**config.mk**
```make
export PLATFORM = sky130hd
export DESIGN_NAME = booth_product_accumulator
export DESIGN_NICKNAME = d
export VERILOG_FILES = /design/src/rtl/booth_pkg.sv /design/src/rtl/booth_sat_add.sv /design/src/rtl/booth_product_accumulator.sv
export SDC_FILE = /design/constraint.sdc
export NUM_CORES = 1
export LEC_CHECK = 0
export BUFFER_PORTS_ARGS = -buffer_cell sky130_fd_sc_hd__buf_2
export CORE_ASPECT_RATIO = 0.6
export CORE_UTILIZATION = 63
export CTS_CLUSTER_SIZE = 16
export DETAILED_ROUTE_END_ITERATION = 10
export GPL_TIMING_DRIVEN = 0
export PLACE_DENSITY = 0.95
export SYNTH_ARGS = -nofsm -noshare
export SYNTH_HDL_FRONTEND = slang
export SYNTH_HIERARCHICAL = 1
export SYNTH_SLANG_ARGS = --single-unit
```
**constraint.sdc**
```tcl
create_clock -name clk -period 5.1 [get_ports clk]
set_input_delay 1.02 -clock clk [delete_from_list [all_inputs] [get_ports clk]]
set_output_delay 1.02 -clock clk [all_outputs]
set_load 0.01 [all_outputs]
```
**src/rtl/booth_pkg.sv**
```systemverilog
// Shared types and constants for the Booth product accumulator.
// ACC_SATURATE_EN selects clamping instead of wrapping on accumulator overflow.
package booth_pkg;

  typedef enum logic [1:0] {
    StIdle  = 2'd0,
    StAccum = 2'd1,
    StHold  = 2'd2
  } state_e;

  localparam int unsigned PRODUCT_W     = 64;
  localparam int unsigned ACC_W_DEFAULT = 72;
  localparam int unsigned SAT_MAX_W     = 128;

  // Largest positive value of a signed field of the given width, right-aligned.
  function automatic logic [SAT_MAX_W-1:0] sat_max(input int unsigned width);
    return (SAT_MAX_W'(1) << (width - 1)) - SAT_MAX_W'(1);
  endfunction

  // Most negative value of a signed field of the given width, right-aligned.
  function automatic logic [SAT_MAX_W-1:0] sat_min(input int unsigned width);
    return SAT_MAX_W'(1) << (width - 1);
  endfunction

endpackage

```
**src/rtl/booth_sat_add.sv**
```systemverilog
// Combinational signed ACC_W adder with overflow flag.
// Clamps to the signed range only when ACC_SATURATE_EN is defined; otherwise wraps.
module booth_sat_add
  import booth_pkg::*;
#(
  parameter int unsigned ACC_W = ACC_W_DEFAULT
) (
  input  logic signed [ACC_W-1:0] a,
  input  logic signed [ACC_W-1:0] b,
  output logic signed [ACC_W-1:0] sum,
  output logic                    ovf
);

  logic signed [ACC_W-1:0] raw;

  assign raw = a + b;
  // Same-sign operands with a result of the opposite sign.
  assign ovf = (a[ACC_W-1] == b[ACC_W-1]) && (raw[ACC_W-1] != a[ACC_W-1]);

`ifdef ACC_SATURATE_EN
  localparam logic [ACC_W-1:0] SatPos = ACC_W'(sat_max(ACC_W));
  localparam logic [ACC_W-1:0] SatNeg = ACC_W'(sat_min(ACC_W));

  always_comb begin
    sum = raw;
    if (ovf) begin
      sum = a[ACC_W-1] ? SatNeg : SatPos;
    end
  end
`else
  assign sum = raw;
`endif

endmodule

```
**src/rtl/booth_product_accumulator.sv**
```systemverilog
// Dot-product accumulator for the 64-bit signed Booth multiplier output stream.
// ACC_SATURATE_EN (in booth_sat_add) selects saturating instead of wrapping accumulation.
module booth_product_accumulator
  import booth_pkg::*;
#(
  parameter int unsigned VEC_LEN = 16,
  parameter int unsigned ACC_W   = ACC_W_DEFAULT,
  localparam int unsigned CNT_W  = $clog2(VEC_LEN + 1)
) (
  input  logic                    clk,
  input  logic                    rst_n,
  input  logic                    clear,
  input  logic                    in_valid,
  output logic                    in_ready,
  input  logic [PRODUCT_W-1:0]    in_product,
  input  logic                    in_last,
  output logic                    out_valid,
  input  logic                    out_ready,
  output logic signed [ACC_W-1:0] out_sum,
  output logic [CNT_W-1:0]        out_count,
  output logic                    out_ovf
);

  state_e                  state_q, state_d;
  logic signed [ACC_W-1:0] acc_q, acc_d;
  logic [CNT_W-1:0]        cnt_q, cnt_d;
  logic                    ovf_q, ovf_d;
  logic signed [ACC_W-1:0] out_sum_q, out_sum_d;
  logic [CNT_W-1:0]        out_count_q, out_count_d;
  logic                    out_ovf_q, out_ovf_d;

  logic signed [ACC_W-1:0] prod_ext;
  logic signed [ACC_W-1:0] add_sum;
  logic                    add_ovf;
  logic [CNT_W-1:0]        cnt_next;
  logic                    accept;
  logic                    is_final;

  assign prod_ext = ACC_W'($signed(in_product));

  booth_sat_add #(
    .ACC_W(ACC_W)
  ) u_add (
    .a  (acc_q),
    .b  (prod_ext),
    .sum(add_sum),
    .ovf(add_ovf)
  );

  // rst_n gates in_ready so nothing is offered as accepted while held in reset.
  assign in_ready  = rst_n && (state_q != StHold);
  assign accept    = in_valid && in_ready;
  assign cnt_next  = cnt_q + CNT_W'(1);
  assign is_final  = in_last || (cnt_next == CNT_W'(VEC_LEN));

  assign out_valid = (state_q == StHold);
  assign out_sum   = out_sum_q;
  assign out_count = out_count_q;
  assign out_ovf   = out_ovf_q;

  always_comb begin
    state_d     = state_q;
    acc_d       = acc_q;
    cnt_d       = cnt_q;
    ovf_d       = ovf_q;
    out_sum_d   = out_sum_q;
    out_count_d = out_count_q;
    out_ovf_d   = out_ovf_q;

    if (clear) begin
      state_d = StIdle;
      acc_d   = '0;
      cnt_d   = '0;
      ovf_d   = 1'b0;
    end else begin
      unique case (state_q)
        StIdle, StAccum: begin
          if (accept) begin
            acc_d = add_sum;
            cnt_d = cnt_next;
            ovf_d = ovf_q | add_ovf;
            if (is_final) begin
              state_d     = StHold;
              out_sum_d   = add_sum;
              out_count_d = cnt_next;
              out_ovf_d   = ovf_q | add_ovf;
            end else begin
              state_d = StAccum;
            end
          end
        end
        StHold: begin
          if (out_ready) begin
            state_d = StIdle;
            acc_d   = '0;
            cnt_d   = '0;
            ovf_d   = 1'b0;
          end
        end
        default: begin
          state_d = StIdle;
        end
      endcase
    end
  end

  always_ff @(posedge clk or negedge rst_n) begin
    if (!rst_n) begin
      state_q     <= StIdle;
      acc_q       <= '0;
      cnt_q       <= '0;
      ovf_q       <= 1'b0;
      out_sum_q   <= '0;
      out_count_q <= '0;
      out_ovf_q   <= 1'b0;
    end else begin
      state_q     <= state_d;
      acc_q       <= acc_d;
      cnt_q       <= cnt_d;
      ovf_q       <= ovf_d;
      out_sum_q   <= out_sum_d;
      out_count_q <= out_count_d;
      out_ovf_q   <= out_ovf_d;
    end
  end

endmodule
```
# Word-level counts from Yosys, hierarchy flattened
# Cells that the tools add are included.
# word_totals
elab_cells	46
ff_bits	158
inputBits	70
# op_classes
eq_ne	8
addsub	2
n_bitwise	2
reduce_logical	10
n_mux	17
# ops
cell	n
$mux W72	3
$pmux W72 S2	1
$add A72 B64 Y72	1
$mux W5	3
$pmux W5 S2	1
$mux W2	4
$add A5 B1 Y5 const B	1
$eq A5 B5 Y1 const B	1
$pmux W2 S2	1
$reduce_and A4 Y1	1
$logic_and A1 B1 Y1	3
$mux W1	3
$ne A3 B2 Y1 const B	1
$ne A3 B3 Y1 const B	1
$reduce_and A3 Y1	1
$reduce_bool A3 Y1	1
$eq A2 B1 Y1 const B	1
$eq A2 B2 Y1 const B	1
$logic_not A2 Y1	1
$ne A2 B2 Y1 const B	1
$pmux W1 S2	1
$reduce_and A2 Y1	1
$reduce_or A2 Y1	1
$eq A1 B1 Y1	1
other kinds (4)	4

# Longest topological paths before layout
# Gate-level depths: netlist of run 1.
# logic_depth
depth_word	7
mapped_depth	13
depth_no_buf	12

# Modules after synthesis
# Netlist of run 1, hierarchy kept.
# by_module_without_submodules
mod	cells_each	area_per_inst_um2	n_inst	seq_area_each_um2
booth_product_accumulator	381	5957.0	1	3953.8
booth_sat_add	675	4503.1	1	0.0

# Least setup slack after synthesis of run 1
# OpenSTA, ideal clock, no wires.
# synth_timing
kind	input -> register
from	input port in_product[8]
to	register out_sum_q[51] (netlist: out_sum[51])
cell_stages	12
path_slack_ns	1.529
t_arrival_ns	3.447
required_ns	4.975
cell_sequence	ha_1 > buf_2 > a211o_1 > a31o_2 > a21oi_2 > a311oi_1 > nor2_1 > o31ai_2 > a21o_1 > a2111oi_0 > a311oi_1 > mux2_2
# synth_via
elab_chain_cells	1
# synth_rtl
item	line_no	rtl
start: declaration	booth_product_accumulator.sv:15	input logic [PRODUCT_W-1:0] in_product,
$add A72 B64 Y72	booth_sat_add.sv:16	assign raw = a + b;
named net add_sum[51]	booth_product_accumulator.sv:33	logic signed [ACC_W-1:0] add_sum;
end signal: assignment	booth_product_accumulator.sv:121	out_sum_q <= out_sum_d;
end: declaration	booth_product_accumulator.sv:28	logic signed [ACC_W-1:0] out_sum_q, out_sum_d;
# The timed path passes the listed nets, and every way through them passes these cells.
# A chain may end at the register's enable or synchronous reset.

# Worst setup path in the final report of run 1
# layout_timing
from	input port in_product[0]
to	register out_sum_q[60] (netlist: out_sum[60])
# Same word-level chain as after synthesis.

==> qor.csv, run 1 <==
stage;metric;value;unit
status;status;complete, no violations;
clock_tree;Clk Latency, worst-skew pair;0.42;ns
drt;drt total wl;29.7;mm
setup_path;r2r setup slk;1.13;ns
timing;Worst Hold Margin;0.498;ns
clock_tree;# hold bufs at CTS;0;
global_route;met2 Usage GRT;52.5;%
synth;Synthesized Nets;1200;
setup_path;Crit-path slowest cell;nor4_1;
final_layout;nets;1369;
worst_hold_path;Worst Hold Class;reg -> reg;
final_layout;# diodes;0;
clock_tree;CTS tree;built;
drt;initial DRC count;1286;
setup_path;CP max FO;6;
drt;DRC viols;0;
setup_path;CP Data Arrival Time;4.64;ns
setup_path;CP Cell Sequence;buf_2, ha_1, fa_1, a21oi_1, o211a_1, nor3b_1, o22ai_2, o31a_1, nor2_2, a31oi_2, nor4bb_1, nor4_1, mux2_4;
setup_path;critical path's top delay family;simple AND/OR/NAND/NOR gates;
global_route;gr ovfl total;0;
place;worst slack, placed;0.559;ns
place;hpwl dp;22.1;mm
setup_path;Worst R2R Path Depth;12;
synth;Yosys warnings;6;
timing;Max Slew Vio Count;0;
synth;number of synthesized register bits;158;
die;die span in x;168;um
power_and_ir_drop;Max IR drop VDD;0.317;mV
clock_tree;CTS H-tree depth;4;
power_and_ir_drop;Power Dens Cells;364;nW/um^2
setup_path;crit end category;flip-flop;
die;Initial Util;64.5;%
power_and_ir_drop;Static Leakage;5.99;nW
die;Die H;102;um
place;number of buffers added on ports;149;
timing;Final setup violation count;0;
die;I/O pins;150;
setup_path;worst path bufs/invs;1;
setup_path;RR Startpoint;acc_q[0];
die;core area;16200;um^2
worst_hold_path;Hold Path End;out_sum[48];
global_route;largest net degree at the start of global routing;105;
die;row cnt;36;
global_route;GRT Total Usage;35.6;%
global_route;vias in the first global route;9050;
clock_tree;clk slew on worst S/H paths;0.07;ns
timing;Fin Clk Skew;0.0134;ns
setup_path;Critical Path Start Type;input pin;
synth;synthesized instance count;1056;
drt;antenna viol nets, final;0;
drt;1st-pass router iterations;5;
die;die area;17100;um^2
final_layout;layout cells sized above 1;24.2;%
global_route;GR met3 Demand/Resource;7.09;%
global_route;initial antenna violation count;0;
timing;post-route setup slack;0.822;ns
timing;post-route minimum period;4.28;ns
setup_path;CP Class;in -> reg;
drt;WL/cell;20.5;um
synth;Top FF cell, synth;dfrtp_1;
timing;worst-margin pin slew;1.44;ns
clock_tree;Setup Buffers After CTS;0;
worst_hold_path;Worst Hold Depth;1;
timing;fin crit share;83.9;%
run;Max-Cap Viols;0;
synth;syn avg cell area;9.91;um^2
synth;post-synthesis sequential area ratio;37.8;%
global_route;GRT busiest layer;met1;
timing;RSZ-0062 raised after global routing;false;
setup_path;CP peak stage delay;0.83;ns
final_layout;Area Overhead vs Synth;15.6;%
place;GPL Wtd Cong;0.929;
setup_path;r2r endpoint;out_sum[60];
timing;Max Clk Rate;0.234;GHz
global_route;first-pass GRT wire length;47.6;mm
synth;Post-synth ARST share;100;%
timing;Slew HR;3.77;%
drt;vias after detailed routing;9640;
drt;vias per cell;6.66;
clock_tree;Num CTS Buffers;17;
synth;Unique masters post-synth;72;
clock_tree;CTS Root Cell;clkbuf_16;
final_layout;# fillers;1175;
timing;setup TNS;0;ns
synth;Synth Cell Area;10500;um^2
timing;Final Hold Vio Count;0;
clock_tree;Clock Path Buffers;2;
synth;Post-synth EDFFs;0;
global_route;met1 Use GR;52.9;%
clock_tree;CTS Sinks;158;
setup_path;Req. time, crit path;5.46;ns
worst_hold_path;start point of the worst hold path;out_sum[48];
clock_tree;Post-CTS Resized;0;
## cells in the mapped netlist, drive strengths merged, types with 13 or more instances
| cell | instances | area, um^2 |
|---|---|---|
| xnor2 | 42 | 368 |
| a21oi | 86 | 434 |
| o21bai | 19 | 143 |
| a21o | 35 | 263 |
| nand2 | 67 | 251 |
| inv | 25 | 93.8 |
| a22o | 75 | 657 |
| nor2 | 55 | 211 |
| nand3 | 15 | 75.1 |
| o21ai | 61 | 313 |
| xor2 | 27 | 236 |
| dfrtp | 158 | 3950 |
| nor3 | 22 | 115 |
| o31ai | 13 | 118 |
| buf | 18 | 104 |
| ha | 73 | 913 |
| clkbuf | 43 | 161 |
| nand4 | 35 | 219 |
| mux2 | 75 | 908 |
## flip-flops by register name, summed over array words and instances (netlist names)
register   count
acc_q         72
out_sum       72
cnt_q          5
out_count      5
state_q        2
out_ovf        1
ovf_q          1
## how the worst max path moves through the flow
stage	startpoint	endpoint	slack, ns	depth (start not counted)
final	in_product[0]	out_sum[60]	0.82	13
after global routing	in_product[0]	out_sum[60]	0.72	13
after CTS	in_product[0]	out_sum[60]	0.97	13
after detailed placement	in_product[0]	out_sum[60]	0.56	13
after global placement	rst_n	out_sum[64]	-0.66	7
after floorplan	in_product[8]	out_sum[51]	1.53	12
## per-layer routing
metal,part of all wire (%),vias to the layer above
met5,0,-
met4,2.2,0
met3,11,76
met2,41,662
met1,45,4613
li1,-,4289
## layout make-up
cell class                      count  area, um^2  share of cell area, %
Multi-Input combinational cell    812        6150                   50.8
Sequential cell                   158        3950                   32.7
Timing Repair Buffer              150         779                   6.44
Clock buffer                       17         425                   3.52
Buffer                             61         265                   2.19
Tap cell                          209         262                   2.16
Clock inverter                     15         170                   1.41
Inverter                           25        93.8                  0.776
## cell usage in the layout (no fill, tap or decap), types with 4 or more instances in the layout
master and instances:
nor3_1 21, nand2_1 67, buf_2 162, o31ai_1 9
a22o_1 75, dfrtp_1 158, o21ai_0 58, a31oi_1 11
nand4_1 35, clkbuf_16 17, mux2_4 17, nor2_1 53
xnor2_1 42, nand3_1 15, xor2_1 27, a211oi_1 7
nor2b_1 10, a221oi_1 4, clkbuf_1 43, o31ai_2 4
ha_1 73, a21oi_1 85, and3_1 6, o21a_1 8
inv_1 25, a21o_1 35, inv_6 7, mux2_2 58
and2_1 4, o21bai_1 19
## logic make-up (layout without fill, tap and decap cells)
kind of cell    count (synthesis)  in the layout  share of synthesized area, %
buf+inv                        86            268                          3.43
mux                            78             78                          8.97
simple gates                  241            241                          11.6
flops                         158            158                          37.8
compound gates                350            350                          23.5
xor+xnor                       69             69                          5.78
fa+ha+maj                      74             74                          8.92
## power by group
| part | internal [W] | total (W) | switching (W) |
|---|---|---|---|
| registers | 0.00151 | 0.00166 | 0.000149 |
| logic | 0.000627 | 0.00142 | 0.000794 |
| clock network | 0.000741 | 0.00133 | 0.000586 |
| total | 0.00288 | 0.00441 | 0.00153 |
## worst register-to-register path: stages (launching register included)
cell	delay, ns
dfrtp_1	0.37
ha_1	0.24
fa_1	0.24
a21oi_1	0.11
o211a_1	0.25
nor3b_1	0.34
o22ai_2	0.23
o31a_1	0.33
nor2_2	0.24
a31oi_2	0.24
nor4bb_1	0.20
nor4_1	0.83
mux2_4	0.29
## through the flow
step / std cells / cell area (um^2) / utilization, % / total power, W
global route: 1447 / 12100 / 74.6 / 0.00462
global placement: 1414 / 11500 / 70.7 / 0.00299
CTS: 1447 / 12100 / 74.6 / 0.00439
finish: 1447 / 12100 / 74.6 / 0.00441
detailed placement: 1415 / 11500 / 70.9 / 0.00306
floorplan: 1056 / 10500 / - / 0.00255
Note: power is estimated with default switching activity, not from simulation.
==> run 2, diff against run 1 <==
--- a/config.mk
+++ b/config.mk
@@ -5,13 +5,14 @@
 export SDC_FILE = /design/constraint.sdc
 export NUM_CORES = 1
 export LEC_CHECK = 0
+export ABC_AREA = 1
 export BUFFER_PORTS_ARGS = -buffer_cell sky130_fd_sc_hd__buf_2
 export CORE_ASPECT_RATIO = 0.6
-export CORE_UTILIZATION = 63
+export CORE_UTILIZATION = 60
 export CTS_CLUSTER_SIZE = 16
 export DETAILED_ROUTE_END_ITERATION = 10
 export GPL_TIMING_DRIVEN = 0
-export PLACE_DENSITY = 0.95
+export PLACE_DENSITY = 0.9
 export SYNTH_ARGS = -nofsm -noshare
 export SYNTH_HDL_FRONTEND = slang
 export SYNTH_HIERARCHICAL = 1
==> constraint.sdc (replaced) <==
create_clock -name clk -period 4 [get_ports clk]
set_input_delay 0.8 -clock clk [delete_from_list [all_inputs] [get_ports clk]]
set_output_delay 0.8 -clock clk [all_outputs]
set_load 0.01 [all_outputs]
==> qor.csv, run 2 <==
stage;metric;value;unit
synth;cell with the most instances after synthesis;nand2_1;
drt;1st-pass router iterations;6;
global_route;met1 Use GR;59.3;%
setup_path;Worst R2R Path Depth;13;
clock_tree;Clk Latency, worst-skew pair;0.44;ns
worst_hold_path;Worst Hold Class;in -> async;
setup_path;Req. time, crit path;4.33;ns
drt;drt total wl;43.1;mm
synth;syn avg cell area;6.19;um^2
global_route;GR met3 Demand/Resource;12.3;%
die;die span in x;188;um
timing;Final Hold Vio Count;0;
global_route;largest net degree at the start of global routing;81;
power_and_ir_drop;Power Dens Cells;561;nW/um^2
clock_tree;Clock Path Buffers;2;
setup_path;CP Data Arrival Time;3.95;ns
final_layout;most common cell after layout, fill and taps aside;nand2_1;
die;Initial Util;61.9;%
final_layout;layout cells sized above 1;12.1;%
synth;Yosys top cell by area;dfrtp_1;
synth;top-area cell type share of the netlist area;31.7;%
synth;post-synthesis sequential area ratio;31.7;%
drt;DRC viols;0;
global_route;first-pass GRT wire length;66.4;mm
clock_tree;Setup Buffers After CTS;0;
die;core area;20200;um^2
drt;antenna viol nets, final;0;
global_route;gr ovfl total;0;
synth;Yosys warnings;6;
global_route;met2 Usage GRT;57.7;%
synth;synthesized instance count;2017;
drt;initial DRC count;1603;
clock_tree;CTS Sinks;158;
die;row cnt;40;
place;number of buffers added on ports;149;
synth;Unique masters post-synth;33;
run;Max-Cap Viols;0;
timing;Max Clk Rate;0.276;GHz
global_route;vias in the first global route;12400;
synth;Post-synth ARST share;100;%
setup_path;CP max FO;80;
drt;vias after detailed routing;13900;
synth;Post-synth EDFFs;0;
place;placed cell area;13600;um^2
clock_tree;CTS tree;built;
clock_tree;CTS Root Cell;clkbuf_16;
die;die area;21400;um^2
setup_path;CP Class;in -> reg;
global_route;GRT Total Usage;40.7;%
setup_path;crit end category;flip-flop;
clock_tree;CTS H-tree depth;4;
synth;synth cell count leaders;864 x nand2_1, 303 x inv_1, 158 x dfrtp_1;
timing;Slew HR;18.1;%
final_layout;nets;2330;
timing;worst-margin pin slew;1.22;ns
clock_tree;# hold bufs at CTS;0;
final_layout;Area Overhead vs Synth;13.5;%
synth;number of synthesized register bits;158;
drt;vias per cell;5.62;
timing;RSZ-0062 raised after global routing;false;
synth;Top FF cell, synth;dfrtp_1;
global_route;initial antenna violation count;0;
synth;top post-synthesis cells by area;dfrtp_1 32%, nand2_1 26%, inv_1 9.1%;
power_and_ir_drop;Static Leakage;8.32;nW
timing;Final setup violation count;0;
final_layout;commonest non-fill, non-tap cells in the layout;864 x nand2_1, 303 x inv_1, 162 x buf_2;
place;GPL Wtd Cong;1.03;
clock_tree;Post-CTS Resized;0;
place;hpwl dp;34.4;mm
clock_tree;Num CTS Buffers;17;
clock_tree;clk slew on worst S/H paths;0.06;ns
setup_path;Critical Path Start Type;input pin;
synth;Synthesized Nets;2161;
timing;post-route minimum period;3.62;ns
final_layout;fin util;70.2;%
synth;Synth Cell Area;12500;um^2
timing;setup TNS;0;ns
timing;Worst Hold Margin;0.402;ns
timing;Max Slew Vio Count;0;
status;status;complete, no violations;
die;I/O pins;150;
drt;WL/cell;17.4;um
die;Die H;114;um
timing;fin crit share;90.6;%
final_layout;Finished Cell Area;14200;um^2
power_and_ir_drop;Max IR drop VDD;0.468;mV
timing;Fin Clk Skew;0.00893;ns
power_and_ir_drop;Pwr Total;0.00794;W
global_route;GRT busiest layer;met1;
==> run 2: layout make-up <==
cell class,count,area [um^2]
repair buffers,150,779
clock buffers,20,447
fillers,1736,6010
plain buffers,44,198
well taps,273,342
clock inverters,12,114
flip-flops and latches,158,3950
inverters,310,1160
diodes,1,2.50
multi-input cells,1505,7160
==> run 2: worst paths after layout <==
check,from,endpoint,slack (ns)
hold / removal,rst_n,out_sum[25],0.40
setup reg to reg,acc_q[0],acc_q[30],0.99
setup / recovery,rst_n,out_sum[62],0.38
hold reg to reg,out_sum[56],out_sum[56],0.46
min in group clk,out_sum[56],out_sum[56],0.46
max in group asynchronous,rst_n,out_sum[70],2.70
==> run 2: kinds of logic (layout without fill, tap and decap cells) <==
family | Yosys count | count (layout) | synth area share (%)
and+or+nand+nor | 1219 | 1219 | 40.1
DFF | 158 | 158 | 31.7
adders and majority gates | 74 | 74 | 7.48
buffers and inverters | 354 | 536 | 10.9
xor gates and xnor gates | 39 | 39 | 2.74
other | 0 | 1 | 0
AOI/OAI and AO/OA | 173 | 173 | 7.12
==> run 2: metrics by stage <==
step           std cells  worst slack, ns
2_1_floorplan       2017             1.37
3_3_place_gp        2439            -1.52
3_5_place_dp        2440           0.0552
4_1_cts             2472            0.526
5_1_grt             2472            0.221
6_report            2473            0.378
==> run 2: worst max-delay path, cell delays in order <==
cell and delay (ns):
buf_6 0.55, buf_16 0.35, inv_1 0.08, nor2_1 0.15, nand2_1 0.12, nor3_4 0.63, nand2_2 0.43, buf_2 0.33
buf_2 0.20, nand2_1 0.07, nand2_1 0.05
==> run 2: routing by layer <==
metal | part of all wire, % | vias up
met1 | 44 | 6329
met5 | 0 | -
met3 | 14 | 102
met4 | 2.7 | 0
met2 | 39 | 929
li1 | - | 6530
==> run 2: where the power goes <==
group | switching, W | total, W | internal (W) | leakage, nW
combinational | 0.00275 | 0.00400 | 0.00125 | 5.99
clock | 0.000711 | 0.00159 | 0.000878 | 0.275
sequential | 0.000284 | 0.00236 | 0.00207 | 2.06
==> run 3, diff against run 2 <==
--- a/config.mk
+++ b/config.mk
@@ -8,11 +8,10 @@
 export ABC_AREA = 1
 export BUFFER_PORTS_ARGS = -buffer_cell sky130_fd_sc_hd__buf_2
 export CORE_ASPECT_RATIO = 0.6
-export CORE_UTILIZATION = 60
+export CORE_UTILIZATION = 54
 export CTS_CLUSTER_SIZE = 16
 export DETAILED_ROUTE_END_ITERATION = 10
-export GPL_TIMING_DRIVEN = 0
-export PLACE_DENSITY = 0.9
+export PLACE_DENSITY = 0.79
 export SYNTH_ARGS = -nofsm -noshare
 export SYNTH_HDL_FRONTEND = slang
 export SYNTH_HIERARCHICAL = 1
==> constraint.sdc (replaced) <==
create_clock -name clk -period 3.1 [get_ports clk]
set_input_delay 0.62 -clock clk [delete_from_list [all_inputs] [get_ports clk]]
set_output_delay 0.62 -clock clk [all_outputs]
set_load 0.01 [all_outputs]
==> qor.csv, run 3 (same netlist as run 2, synthesis figures left out) <==
stage;metric;value;unit
final_layout;layout cells sized above 1;12.8;%
timing;RSZ-0062 raised after global routing;false;
clock_tree;CTS Sinks;158;
global_route;initial antenna violation count;0;
drt;vias after detailed routing;13100;
drt;initial DRC count;1434;
place;placed cell area;13700;um^2
clock_tree;Clock Path Buffers;2;
final_layout;# diodes;0;
setup_path;Req. time, crit path;3.45;ns
die;I/O pins;150;
clock_tree;Setup Buffers After CTS;0;
setup_path;CP max FO;4;
timing;Final setup violation count;0;
clock_tree;CTS H-tree depth;4;
setup_path;CP Cell Sequence;ha_1, fa_1, nand3_1, nand3_1, nand2_1, nand3_2, nand2_1, nand2_2, nand2_1, nand2_1, nand2_1, nand3_1, nand2_1, nand2_1, o21ai_0;
run;Max-Cap Viols;0;
drt;1st-pass router iterations;5;
setup_path;critical path's top delay family;simple AND/OR/NAND/NOR gates;
status;status;complete, no violations;
drt;antenna viol nets, final;0;
die;die area;23700;um^2
worst_hold_path;Worst Hold Class;in -> async;
timing;Max Slew Vio Count;0;
die;row cnt;42;
setup_path;CP Data Arrival Time;3.13;ns
setup_path;CP Class;reg -> reg;
setup_path;crit end category;flip-flop;
timing;setup TNS;0;ns
timing;fin crit share;89.6;%
power_and_ir_drop;Static Leakage;8.35;nW
final_layout;Area Overhead vs Synth;14.3;%
final_layout;commonest non-fill, non-tap cells in the layout;863 x nand2_1, 303 x inv_1, 158 x dfrtp_1;
setup_path;critical path's most frequent cell;nand2_1;
setup_path;Critical Path Start Type;flip-flop;
setup_path;CP peak stage delay;0.44;ns
die;Initial Util;55.9;%
clock_tree;CTS Root Cell;clkbuf_16;
setup_path;Crit-path slowest cell;fa_1;
global_route;vias in the first global route;11600;
final_layout;nets;2315;
timing;Slew HR;40.5;%
clock_tree;# hold bufs at CTS;0;
place;GPL Wtd Cong;0.981;
global_route;gr ovfl total;0;
drt;DRC viols;0;
place;hpwl dp;32.8;mm
clock_tree;clk slew on worst S/H paths;0.08;ns
clock_tree;CTS tree;built;
place;number of buffers added on ports;149;
drt;vias per cell;5.28;
clock_tree;Num CTS Buffers;17;
timing;Max Clk Rate;0.360;GHz
final_layout;most common cell after layout, fill and taps aside;nand2_1;
final_layout;Finished Cell Area;14300;um^2
global_route;largest net degree at the start of global routing;81;
drt;drt total wl;41.3;mm
die;Die H;120;um
global_route;GRT Total Usage;35.5;%
timing;post-route minimum period;2.78;ns
clock_tree;Clk Latency, worst-skew pair;0.45;ns
setup_path;worst path bufs/invs;0;
clock_tree;Post-CTS Resized;0;
timing;Fin Clk Skew;0.0153;ns
drt;WL/cell;16.6;um
power_and_ir_drop;Power Dens Cells;727;nW/um^2
power_and_ir_drop;Max IR drop VDD;0.496;mV
global_route;first-pass GRT wire length;64.0;mm
die;die span in x;198;um
final_layout;# fillers;2137;
die;core area;22300;um^2
timing;Final Hold Vio Count;0;
timing;worst-margin pin slew;0.892;ns
run 3: final cells by class:
type	count	area, um^2	share of cell area [%]
multi-input combinational	1505	7180	50.3
clock buffer	18	439	3.08
sequential	158	3950	27.7
tap	308	385	2.70
clock inverter	14	160	1.12
inverter	310	1160	8.16
timing repair buffer	179	990	6.94
run 3: power breakdown:
part | switching (W) | total (W) | internal [W]
sequential | 0.000357 | 0.00303 | 0.00267
combinational | 0.00347 | 0.00516 | 0.00170
clock | 0.000964 | 0.00218 | 0.00122
run 3: final timing paths:
path | cells past startpoint | startpoint | to | slack, ns
setup / recovery | 15 | acc_q[0] | acc_q[56] | 0.32
hold / removal | 2 | rst_n | acc_q[39] | 0.25
setup reg to reg | 15 | acc_q[0] | acc_q[56] | 0.32
hold reg to reg | 2 | out_sum[36] | out_sum[36] | 0.46
max in group asynchronous | 3 | rst_n | out_sum[58] | 1.77
min in group clk | 2 | out_sum[36] | out_sum[36] | 0.46
run 3: worst reg2reg max path: stages (launching register included):
cell,delay [ns]
dfrtp_1,0.39
ha_1,0.27
fa_1,0.44
nand3_1,0.09
nand3_1,0.17
nand2_1,0.13
nand3_2,0.16
nand2_1,0.12
nand2_2,0.09
nand2_1,0.06
nand2_1,0.14
nand2_1,0.13
nand3_1,0.07
nand2_1,0.15
nand2_1,0.07
o21ai_0,0.21
run 3: per-stage QoR:
| step | instances | worst slack (ns) | hold slack [ns] | utilization (%) | power (W) |
|---|---|---|---|---|---|
| floorplan | 2017 | 0.655 | 0.324 | - | 0.00622 |
| global placement | 2460 | 0.0858 | 0.448 | 61.2 | 0.00795 |
| detailed placement | 2460 | 0.0512 | 0.454 | 61.2 | 0.00804 |
| CTS | 2492 | 0.350 | 0.236 | 63.9 | 0.0103 |
| global route | 2492 | 0.0613 | 0.268 | 63.9 | 0.0111 |
| finish | 2492 | 0.321 | 0.251 | 63.9 | 0.0104 |
run 3: per-layer routing:
| layer | vias up | part of all wire (%) | wire length [um] | global-route usage, % |
|---|---|---|---|---|
| li1 | 6501 | - | - | - |
| met1 | 5968 | 50 | 20800 | 56.7 |
| met2 | 637 | 37 | 15300 | 46.2 |
| met3 | 40 | 11 | 4580 | 9.75 |
| met4 | 0 | 1.5 | 617 | 7.12 |
| met5 | - | 0 | 0 | 0 |
